===== src/rtl/lpddr5_ca_cmd_decoder.sv =====
// lpddr5_ca_cmd_decoder: decodes the LPDDR5 CA bus into one-cycle commands with pair, CAS and refresh checks
module lpddr5_ca_cmd_decoder #(
    parameter int T_REFI_MAX = 3900,
    parameter int T_ACT_REF  = 6,
    parameter int CAS_WINDOW = 8
) (
    input  logic        ck_t,
    input  logic        ddr_reset,
    input  logic        cs,
    input  logic [6:0]  ca,
    output logic        cmd_valid,
    output logic [4:0]  cmd_code,
    output logic [13:0] cmd_arg,
    output logic        cmd_cas,
    output logic        cas_armed,
    output logic        err_seq,
    output logic        err_cas_orphan,
    output logic        err_ref_after_act,
    output logic        err_ref_interval
);
    localparam int RW = $clog2(T_REFI_MAX + 1);
    localparam int CW = $clog2(CAS_WINDOW + 1);
    localparam int AW = $clog2(T_ACT_REF + 1);
    localparam logic [4:0] C_ACT = 5'd1;
    localparam logic [4:0] C_REF = 5'd3;
    localparam logic [4:0] C_CAS = 5'd9;
    localparam logic [4:0] C_MRW = 5'd11;
    localparam logic [4:0] C_ILL = 5'd31;

    typedef enum logic [1:0] {IDLE, WAIT_ACT2, WAIT_MRW2} state_t;

    state_t      state, nxt_state;
    logic [6:0]  first_ca;
    logic [4:0]  dec_code, nxt_code;
    logic [13:0] nxt_arg;
    logic        act1, act2, mrw1, mrw2, pair_ok;
    logic        is_cas, is_ref, consume, cas_last, refi_last;
    logic [CW-1:0] cas_cnt;
    logic [AW-1:0] act_cnt;
    logic [RW-1:0] ref_cnt;

    // single-cycle opcodes; code 0 means nothing to emit
    always_comb begin
        dec_code = 5'd0;
        if (cs)
            casez (ca)
                7'b0000000: dec_code = 5'd0;
                7'b11?????: dec_code = C_ACT;
                7'b0001111: dec_code = 5'd2;
                7'b0001110: dec_code = C_REF;
                7'b011????: dec_code = 5'd4;
                7'b0010???: dec_code = 5'd5;
                7'b010????: dec_code = 5'd6;
                7'b100????: dec_code = 5'd7;
                7'b101????: dec_code = 5'd8;
                7'b0011???: dec_code = C_CAS;
                7'b000011?: dec_code = 5'd10;
                7'b0001101, 7'b000100?: dec_code = C_MRW;
                7'b0001100: dec_code = 5'd12;
                7'b0001011: dec_code = 5'd13;
                7'b0000001: dec_code = 5'd14;
                7'b0000011: dec_code = 5'd15;
                7'b0000010: dec_code = 5'd16;
                default:    dec_code = C_ILL;
            endcase
    end

    assign act1 = cs && ca[6:4] == 3'b111;
    assign act2 = cs && ca[6:4] == 3'b110;
    assign mrw1 = cs && ca == 7'b0001101;
    assign mrw2 = cs && ca[6:1] == 6'b000100;
    assign pair_ok = (state == WAIT_ACT2 && act2) || (state == WAIT_MRW2 && mrw2);
    // a broken pair falls through and this edge is decoded as if from IDLE
    assign nxt_code = pair_ok ? (state == WAIT_ACT2 ? C_ACT : C_MRW)
                    : (act1 || mrw1) ? 5'd0
                    : (act2 || mrw2) ? C_ILL : dec_code;
    assign nxt_arg = pair_ok ? {first_ca, ca} : {7'b0, ca};
    assign nxt_state = pair_ok ? IDLE : act1 ? WAIT_ACT2 : mrw1 ? WAIT_MRW2 : IDLE;
    assign is_cas = nxt_code == C_CAS;
    assign is_ref = nxt_code == C_REF;
    assign consume = cas_armed && nxt_code >= 5'd4 && nxt_code <= 5'd8;
    assign cas_last = cas_cnt == CW'(1);
    assign refi_last = ref_cnt == RW'(T_REFI_MAX - 1);

    always_ff @(posedge ck_t or posedge ddr_reset) begin
        if (ddr_reset) begin
            state <= IDLE;
            first_ca <= '0;
            cmd_valid <= 1'b0;
            cmd_code <= '0;
            cmd_arg <= '0;
            cmd_cas <= 1'b0;
            err_seq <= 1'b0;
            cas_armed <= 1'b0;
            cas_cnt <= '0;
            err_cas_orphan <= 1'b0;
            act_cnt <= '0;
            err_ref_after_act <= 1'b0;
            ref_cnt <= '0;
            err_ref_interval <= 1'b0;
        end else begin
            state <= nxt_state;
            first_ca <= (act1 || mrw1) ? ca : first_ca;
            cmd_valid <= nxt_code != 5'd0;
            cmd_code <= nxt_code;
            cmd_arg <= nxt_code != 5'd0 ? nxt_arg : '0;
            cmd_cas <= consume;
            err_seq <= state != IDLE && !pair_ok;
            cas_armed <= is_cas || (cas_armed && !consume && !cas_last);
            cas_cnt <= is_cas ? CW'(CAS_WINDOW) : cas_armed ? cas_cnt - 1'b1 : cas_cnt;
            err_cas_orphan <= cas_armed && !is_cas && !consume && cas_last;
            act_cnt <= nxt_code == C_ACT ? AW'(T_ACT_REF) : act_cnt != '0 ? act_cnt - 1'b1 : act_cnt;
            err_ref_after_act <= is_ref && act_cnt != '0;
            ref_cnt <= (is_ref || refi_last) ? '0 : ref_cnt + 1'b1;
            err_ref_interval <= refi_last && !is_ref;
        end
    end
endmodule


===== config.mk =====
export PLATFORM = sky130hd
export DESIGN_NAME = lpddr5_ca_cmd_decoder
export DESIGN_NICKNAME = d
export VERILOG_FILES = /design/src/rtl/lpddr5_ca_cmd_decoder.sv
export SDC_FILE = /design/constraint.sdc
export NUM_CORES = 1
export LEC_CHECK = 0
export BUFFER_PORTS_ARGS = -buffer_cell sky130_fd_sc_hd__buf_2
export CAP_MARGIN = 15
export CORE_MARGIN = 1
export CORE_UTILIZATION = 51
export DETAILED_ROUTE_END_ITERATION = 10
export PLACE_DENSITY = 0.75
export SLEW_MARGIN = 20
export SYNTH_ARGS = -nofsm -noshare
export SYNTH_HDL_FRONTEND = slang
export SYNTH_SLANG_ARGS = --single-unit

===== constraint.sdc =====
create_clock -name ck_t -period 1.9 [get_ports ck_t]
set_clock_uncertainty 0.05 [all_clocks]
set_input_delay 0.285 -clock ck_t [delete_from_list [all_inputs] [get_ports ck_t]]
set_output_delay 0.285 -clock ck_t [all_outputs]
set_load 0.02 [all_outputs]

== Yosys cells after proc, flatten, opt, wreduce, memory -nomap -nowiden ==
Cells that the tools add are included.

* Order comparisons: 2
* Reduce and logical (&&, ||, !) cells: 33
* Add/sub/neg operators: 3
* Mux-type cells: 16
* Equality and inequality tests: 26

{| class="wikitable"
|+ Operators by type and width
! operator !! number
|-
| case mux 5 bit (17 select lines) || 1
|-
| == test 7 x 4 -> 1 bit (second input constant) || 5
|-
| 2-to-1 mux 14 bit || 2
|-
| 2-to-1 mux 5 bit || 4
|-
| logical AND 1 bit || 16
|-
| == test 7 x 2 -> 1 bit (second input constant) || 2
|-
| adder 12 x 1 -> 12 bit (second input constant) || 1
|-
| == test 12 bit (second input constant) || 1
|-
| == test 3 bit (second input constant) || 4
|-
| 2-to-1 mux 12 bit || 1
|-
| 2-to-1 mux 4 bit || 3
|-
| == test 4 x 2 -> 1 bit (second input constant) || 2
|-
| == test 7 x 1 -> 1 bit (second input constant) || 1
|-
| zero test 7 bit || 1
|-
| == test 3 x 2 -> 1 bit (second input constant) || 2
|-
| == test 6 x 2 -> 1 bit (second input constant) || 1
|-
| == test 6 x 3 -> 1 bit (second input constant) || 1
|-
| 2-to-1 mux 2 bit || 3
|-
| 2-to-1 mux 3 bit || 2
|-
| nonzero test 2 bit || 3
|-
| == test 5 x 1 -> 1 bit (second input constant) || 1
|-
| == test 5 x 2 -> 1 bit (second input constant) || 1
|-
| == test 5 x 4 -> 1 bit (second input constant) || 1
|-
| >= comparator 5 x 3 -> 1 bit (second input constant) || 1
|-
| other kinds (11) || 20
|}

* Bits in registers: 54
* Output and inout bits: 26
* Logic and storage cells: 94

== Longest topological paths before layout ==
Gate-level depths: netlist of the first run.

* Word-level depth: 14
* Gate-level depth with buffers: 9
* Mapped depth without buffers: 6

== Worst setup path before layout of the first run ==
No wires, ideal clock.

* Path kind: input-to-reg
* Start point: input ca[1]
* End point: register ref_cnt[2]
* Data required time: 1.700 ns
* Data arrival time: 1.909 ns
* Setup slack: -0.210 ns
* Buffers on the path: 1
* Library setup time: 0.150 ns
* Stages: 7
* Cells stage by stage: or4b_4 > nor3_2 > a211oi_1 > or3b_4 > nor4_4 > buf_6 > nor3_2

* Word-level cells in the longest chain between the ends: 10

{| class="wikitable"
|+ RTL lines
! item !! RTL line !! RTL
|-
| start: declaration || 10 || <nowiki>input logic [6:0] ca,</nowiki>
|-
| == test 7 x 4 -> 1 bit / == test 6 x 3 -> 1 bit (equally long branches) || 46, 70, 71 ||
|-
| OR reduction 2 bit || 46 || <nowiki>casez (ca)</nowiki>
|-
| case mux 5 bit (17 select lines) || 46 ||
|-
| 2-to-1 mux 5 bit || 45 || <nowiki>if (cs)</nowiki>
|-
| 2-to-1 mux 5 bit || 76 || <nowiki>: (act2 || mrw2) ? C_ILL : dec_code;</nowiki>
|-
| 2-to-1 mux 5 bit || 75 || <nowiki>: (act1 || mrw1) ? 5'd0</nowiki>
|-
| 2-to-1 mux 5 bit (*) || 74 || <nowiki>assign nxt_code = pair_ok ? (state == WAIT_ACT2 ? C_ACT : C_MRW)</nowiki>
|-
| == test 5 x 2 -> 1 bit (*) || 80 || <nowiki>assign is_ref = nxt_code == C_REF;</nowiki>
|-
| logical OR 1 bit (*) || 114 || <nowiki>ref_cnt <= (is_ref || refi_last) ? '0 : ref_cnt + 1'b1;</nowiki>
|-
| 2-to-1 mux 12 bit (*) || 114 ||
|-
| end signal: assignment || 114 ||
|-
| end: declaration || 40 || <nowiki>logic [RW-1:0] ref_cnt;</nowiki>
|}

Mark *: on every way between the ends. The rest lies on a longest branch, timed or not.
A chain may end at the register's enable or synchronous reset.

== Worst setup path in the final report of the first run ==
* Start point: input ca[1]
* End point: register ref_cnt[5]

Same word-level chain as after synthesis.

==> results.sh, run 1 <==
export IMPL_async_reset_ff_share_pct=100
export IMPL_hold_path_startpoint="ca[1]"
export IMPL_synth_seq_cells=54
export IMPL_leakage_nw=1.72
export IMPL_drc_errors=0
export IMPL_ioPinCount=36
export IMPL_wl_per_cell_um=13.6
export IMPL_synth_edf_count=0
export IMPL_finalNonFillerCells=395
export IMPL_finalMaxSlewViolations=0
export IMPL_grt_overflow=0
export IMPL_setup_viol=20
export IMPL_die_area_um2=5530
export IMPL_synth_top_area_cell="dfrtp_1"
export IMPL_place_inst=381
export IMPL_cts_root_buf="clkbuf_8"
export IMPL_vdd_ir_drop_max_v=0.000475
export IMPL_antenna_cells=0
export IMPL_cap_violations=0
export IMPL_ys_warn_count=0
export IMPL_powerDensity_nw_per_um2=914
export IMPL_reg2reg_from="state[1]"
export IMPL_io_buffers=35
export IMPL_grt_total_usage_pct=20.8
export IMPL_cts_sinks=54
export IMPL_synthTopCellsByArea="dfrtp_1, nor3_2, nand2_1"
export IMPL_die_x_um=74.4
export IMPL_syn_cell_area_um2=2670
export IMPL_cts_buffer_depth=2
export IMPL_ys_types=50
export IMPL_drtPass1Iterations=4
export IMPL_dp_hpwl_um=3890
export IMPL_die_height_um=74.4
export IMPL_clock_latency_ns=0.31
export IMPL_startpoint="ca[1]"
export IMPL_core_area_um2=4880
export IMPL_syn_inst=244
export IMPL_antenna_found_initial=0
export IMPL_drt_iter0_drc=115
export IMPL_ys_flop_type="dfrtp_1"
export IMPL_rows=25
export IMPL_fin_crit_ns=2.08
export IMPL_drive_gt1_share_pct=39.0
export IMPL_cts_buffers=5
export IMPL_cp_slowest_cell="or4b_4"
export IMPL_hp_class="input pin to register"
export IMPL_crit_type="input pin to register"
export IMPL_ys_top_cells_by_count="dfrtp_1, nand2_1, nor2_1"
export IMPL_cp_end_kind="register"
export IMPL_syn_area_per_cell_um2=10.9
export IMPL_grt_pass1_wl_um=8630
export IMPL_fmax_mhz=481
export IMPL_place_congestion=0.868
export IMPL_hold_viol_final=0
export IMPL_setup_tns_ns=-2.69
export IMPL_path_clk_slew_ns=0.09
export IMPL_vias_per_cell=5.03
export IMPL_cp_start_kind="input pin"
export IMPL_finalNetCount=342
export IMPL_synth_nets=259
export IMPL_path_cells="buf_2 > or4b_4 > nor3_2 > a211oi_1 > or3b_4 > nor4_4 > buf_4 > clkbuf_16 > nor3_2"
export IMPL_cts_tree="yes"
export IMPL_rsz0062_at_grt="yes"
export IMPL_crit_fanout=7
export IMPL_postRouteAntennaNets=0
export IMPL_slowest_delay_ns=0.58
export IMPL_grt_max_degree=23
export IMPL_slew_headroom_pct=71.8
export IMPL_pre_cts_ws_ns=-0.384
export IMPL_wirelength_um=5380
export IMPL_areaGrowthSynthToFinish_pct=29.6
export IMPL_yosys_area_top_type_share_pct=50.6
export IMPL_finalCritPeriodShare_pct=109
export IMPL_violations="setup timing"
export IMPL_crit_top_cell="nor3_2"
export IMPL_seq_area_frac_synth_pct=50.6
export IMPL_total_power_mw=3.16
export IMPL_worstPathRequired_ns=2.05
export IMPL_status="finished, violations left"
export IMPL_start_util_pct=54.7
export IMPL_htreeDepth=2
export IMPL_post_synth_top_count_cell="dfrtp_1"
export IMPL_vias=1988
export IMPL_grt_pass1_vias=1898
export IMPL_worstPathArrival_ns=2.23
export IMPL_tightest_slew_ns=0.422
export IMPL_setup_ws_ns=-0.178
final cells by class:
class / count / area, µm²
fill: 359 / 1420
inverter: 12 / 45.0
timing repair buffer: 84 / 596
sequential: 54 / 1350
multi-input combinational: 170 / 1280
tap: 67 / 83.8
clock buffer: 7 / 76.3
clock inverter: 1 / 30.0
metal layers:
| metal | GRT usage [%] | share of wire, % | vias up |
|---|---|---|---|
| li1 | - | - | 991 |
| met1 | 28.5 | 47 | 948 |
| met2 | 33.0 | 48 | 44 |
| met3 | 2.85 | 3.6 | 5 |
| met4 | 9.22 | 1.6 | 0 |
| met5 | 0 | 0 | - |
flip-flops by register name, summed over array words and instances, names as in the netlist, 2 cells and up:
signal / cells
cas_cnt: 4
act_cnt: 3
first_ca: 7
cmd_arg: 14
ref_cnt: 12
state: 2
cmd_code: 5
worst paths after layout:
path | end | slack (ns) | cells past startpoint
setup / recovery | ref_cnt[5] | -0.18 | 9
hold / removal | cmd_arg[1] | 0.31 | 3
setup reg to reg | ref_cnt[5] | -0.18 | 8
hold reg to reg | cmd_arg[10] | 0.43 | 1
max in group asynchronous | cmd_valid | 0.76 | 4
min in group asynchronous | ref_cnt[7] | 0.46 | 3
cells in the final DEF, fill, tap and decap left out, types with 2 or more instances in the layout:
cell type and n:
a21o_1 2, inv_1 10, a2111oi_4 2, clkbuf_8 5, ha_1 5, a21oi_2 2
nand2_1 22, xnor2_1 8, nor3_1 3, and2b_1 8, nor4_4 2, nor3_4 2
nand4_1 4, clkbuf_1 2, xor2_1 7, o21a_1 3, buf_4 43, nor2_1 19
inv_2 2, nor2b_1 3, dfrtp_1 54, o21ai_0 5, nor2_2 5, mux2_2 5
a31oi_1 2, a211o_1 2, buf_6 2, nand2b_1 6, buf_12 2, nor3b_2 2
and2_1 8, a21oi_1 4, buf_2 35, nor3b_1 3, nor3_2 10, nand3_1 6
power by group:
part	internal [mW]	leakage [nW]	switching, mW
registers	1.38	0.682	0.201
logic	0.412	0.987	0.413
clock network	0.395	0.0524	0.359
total	2.19	1.72	0.972
logic make-up (layout without fill, tap and decap cells):
| kind of cell | count (synthesis) | after routing | share of synthesized area, % |
|---|---|---|---|
| fa+ha+maj | 5 | 5 | 2.34 |
| compound gates | 30 | 30 | 9.55 |
| xor+xnor | 15 | 15 | 4.92 |
| flops | 54 | 54 | 50.6 |
| mux | 6 | 6 | 2.48 |
| simple gates | 114 | 114 | 26.6 |
| buf+inv | 20 | 104 | 3.51 |
critical path: cells and delay by family:
family,cells,cell delay [ns]
and+or+nand+nor,5,1.38
buffers and inverters,3,0.46
AOI/OAI and AO/OA,1,0.09
through the flow:
stage	instance area, µm²	utilization, %	hold WS (ns)
floorplan	2670	-	0.364
global placement	3230	66.2	0.257
detailed placement	3230	66.2	0.261
CTS	3370	69.0	0.319
global route	3460	71.0	0.346
finish	3460	71.0	0.315
what timing repair did:
item	4_1_cts	5_1_grt
gates cloned	0	1
pin swaps	4	11
setup buffers	1	4
hold buffers	1	0
hold endpoints to repair	20	0
gates resized for setup	3	10
endpoints found under the setup margin	20	22
(Power assumes the default switching activity.)
==> inputs of run 2 (changes only) <==
--- a/config.mk
+++ b/config.mk
@@ -11,6 +11,7 @@
 export CORE_UTILIZATION = 51
 export DETAILED_ROUTE_END_ITERATION = 10
 export PLACE_DENSITY = 0.75
+export SETUP_SLACK_MARGIN = 0.2
 export SLEW_MARGIN = 20
 export SYNTH_ARGS = -nofsm -noshare
 export SYNTH_HDL_FRONTEND = slang
==> results.sh, run 2 (synthesis results as in run 1) <==
export IMPL_cts_buffer_depth=2
export IMPL_grt_overflow=0
export IMPL_final_cell_area_um2=3470
export IMPL_grt_pass1_wl_um=8840
export IMPL_reg2reg_from="state[1]"
export IMPL_cts_buffers=5
export IMPL_status="finished, violations left"
export IMPL_vdd_ir_drop_max_v=0.000464
export IMPL_crit_type="register to register"
export IMPL_layout_commonest_cell="dfrtp_1"
export IMPL_finalMaxSlewViolations=0
export IMPL_setup_ws_ns=-0.117
export IMPL_worstPathRequired_ns=2.10
export IMPL_wirelength_um=5380
export IMPL_cp_num_buf_inv=1
export IMPL_drtPass1Iterations=5
export IMPL_hold_depth=3
export IMPL_worstPathArrival_ns=2.21
export IMPL_cp_start_kind="register"
export IMPL_seqCellArea_um2=1350
export IMPL_drive_gt1_share_pct=39.8
export IMPL_antenna_found_initial=0
export IMPL_rsz0062_at_grt="yes"
export IMPL_core_area_um2=4880
export IMPL_total_power_mw=3.04
export IMPL_postRouteAntennaNets=0
export IMPL_placed_area_um2=3220
export IMPL_place_congestion=0.811
export IMPL_grt_max_degree=25
export IMPL_cts_root_buf="clkbuf_8"
export IMPL_clock_latency_ns=0.30
export IMPL_wl_met1_um=2390
export IMPL_top_layer_used="met4"
export IMPL_setup_tns_ns=-1.38
export IMPL_drt_iter0_drc=106
export IMPL_io_buffers=35
export IMPL_vias_per_cell=5.15
export IMPL_setup_viol=15
export IMPL_path_cells="or4bb_1 > nand2_1 > a211o_1 > or3b_4 > nor4_4 > buf_12 > and2_1"
export IMPL_fmax_mhz=496
export IMPL_rows=25
export IMPL_rr_endpoint="err_ref_after_act"
export IMPL_antenna_cells=0
export IMPL_tightest_slew_ns=0.379
export IMPL_htreeDepth=2
export IMPL_slew_headroom_pct=74.4
export IMPL_die_area_um2=5530
export IMPL_areaGrowthSynthToFinish_pct=29.7
export IMPL_cts_sinks=54
export IMPL_cap_violations=0
export IMPL_fill_cells=379
export IMPL_r2r_cells=7
export IMPL_reg_top3="cmd_arg: 14 flops, ref_cnt: 12 flops, first_ca: 7 flops"
export IMPL_largest_register_ffs=14
export IMPL_vias=2031
export IMPL_finalNetCount=342
export IMPL_wl_met3_um=220
export IMPL_rrSetupSlack_ns=-0.12
export IMPL_grt_total_usage_pct=20.9
export IMPL_hp_class="input pin to register"
export IMPL_wl_per_cell_um=13.6
export IMPL_cp_slowest_cell="or3b_4"
export IMPL_hold_viol_final=0
export IMPL_multi_input_area_um2=1300
export IMPL_fin_crit_ns=2.02
export IMPL_start_util_pct=54.7
export IMPL_cts_tree="yes"
export IMPL_routed_wl_met2_um=2670
export IMPL_leakage_nw=1.72
export IMPL_ioPinCount=36
export IMPL_path_clk_slew_ns=0.09
export IMPL_cpLargestDelayFamily="simple AND/OR/NAND/NOR gates"
export IMPL_hold_path_startpoint="ca[4]"
export IMPL_most_common_layout_cells="dfrtp_1, buf_4, buf_2"
export IMPL_finalCritPeriodShare_pct=106
export IMPL_cp_end_kind="register"
export IMPL_grt_pass1_vias=1922
export IMPL_crit_fanout=14
export IMPL_largest_register="cmd_arg"
export IMPL_drc_errors=0
export IMPL_slowest_delay_ns=0.44
export IMPL_holdPathEnd="cmd_arg[4]"
export IMPL_violations="setup timing"
export IMPL_powerDensity_nw_per_um2=877
export IMPL_die_height_um=74.4
export IMPL_die_x_um=74.4
export IMPL_dp_hpwl_um=3930
run 2: worst max-delay path by stage:
stage                  start                end  slack [ns]  depth (start not counted)
floorplan              ca[1]         ref_cnt[2]       -0.20                          7
global placement       ca[1]  err_ref_after_act       -0.29                          8
detailed placement     ca[1]  err_ref_after_act       -0.37                          8
CTS                 state[1]  err_ref_after_act       -0.10                          7
global route        state[1]  err_ref_after_act       -0.18                          7
finish              state[1]  err_ref_after_act       -0.12                          7
run 2: repair_timing:
| action | CTS | global route |
|---|---|---|
| hold buffers | 1 | 0 |
| resized for setup | 16 | 12 |
| setup endpoints to repair | 26 | 30 |
| setup buffers | 2 | 6 |
| endpoints found under the hold margin | 7 | 0 |
| pin swaps | 8 | 1 |
run 2: layer usage:
| layer | GRT usage, % | up-vias |
|---|---|---|
| li1 | - | 995 |
| met1 | 29.0 | 972 |
| met2 | 32.3 | 53 |
| met3 | 3.79 | 11 |
| met4 | 8.60 | 0 |
| met5 | 0 | - |
run 2: through the flow:
| stage | hold slack (ns) | cells | utilization, % | setup slack (ns) |
|---|---|---|---|---|
| floorplan | 0.364 | 244 | - | -0.197 |
| global placement | 0.153 | 378 | 66.0 | -0.295 |
| detailed placement | 0.156 | 378 | 66.0 | -0.367 |
| CTS | 0.305 | 388 | 69.3 | -0.102 |
| global route | 0.305 | 394 | 71.0 | -0.179 |
| finish | 0.312 | 394 | 71.0 | -0.117 |
run 2: final cells by class:
class                   instances  area share (%)
clock buffers                   6            2.09
multi-input cells             170            37.5
clock inverters                 1           0.217
inverters                      12            1.30
repair buffers                 84            17.5
flip-flops and latches         54            39.0
well taps                      67            2.42
run 2: where the power goes:
part	internal, mW	switching (mW)
Combinational	0.440	0.431
Clock	0.253	0.338
Sequential	1.39	0.192
Total	2.08	0.960
run 2: tightest hold or removal path, cell delays in order:
cell and delay (ns):
buf_6 0.07, buf_4 0.14, and2_1 0.13
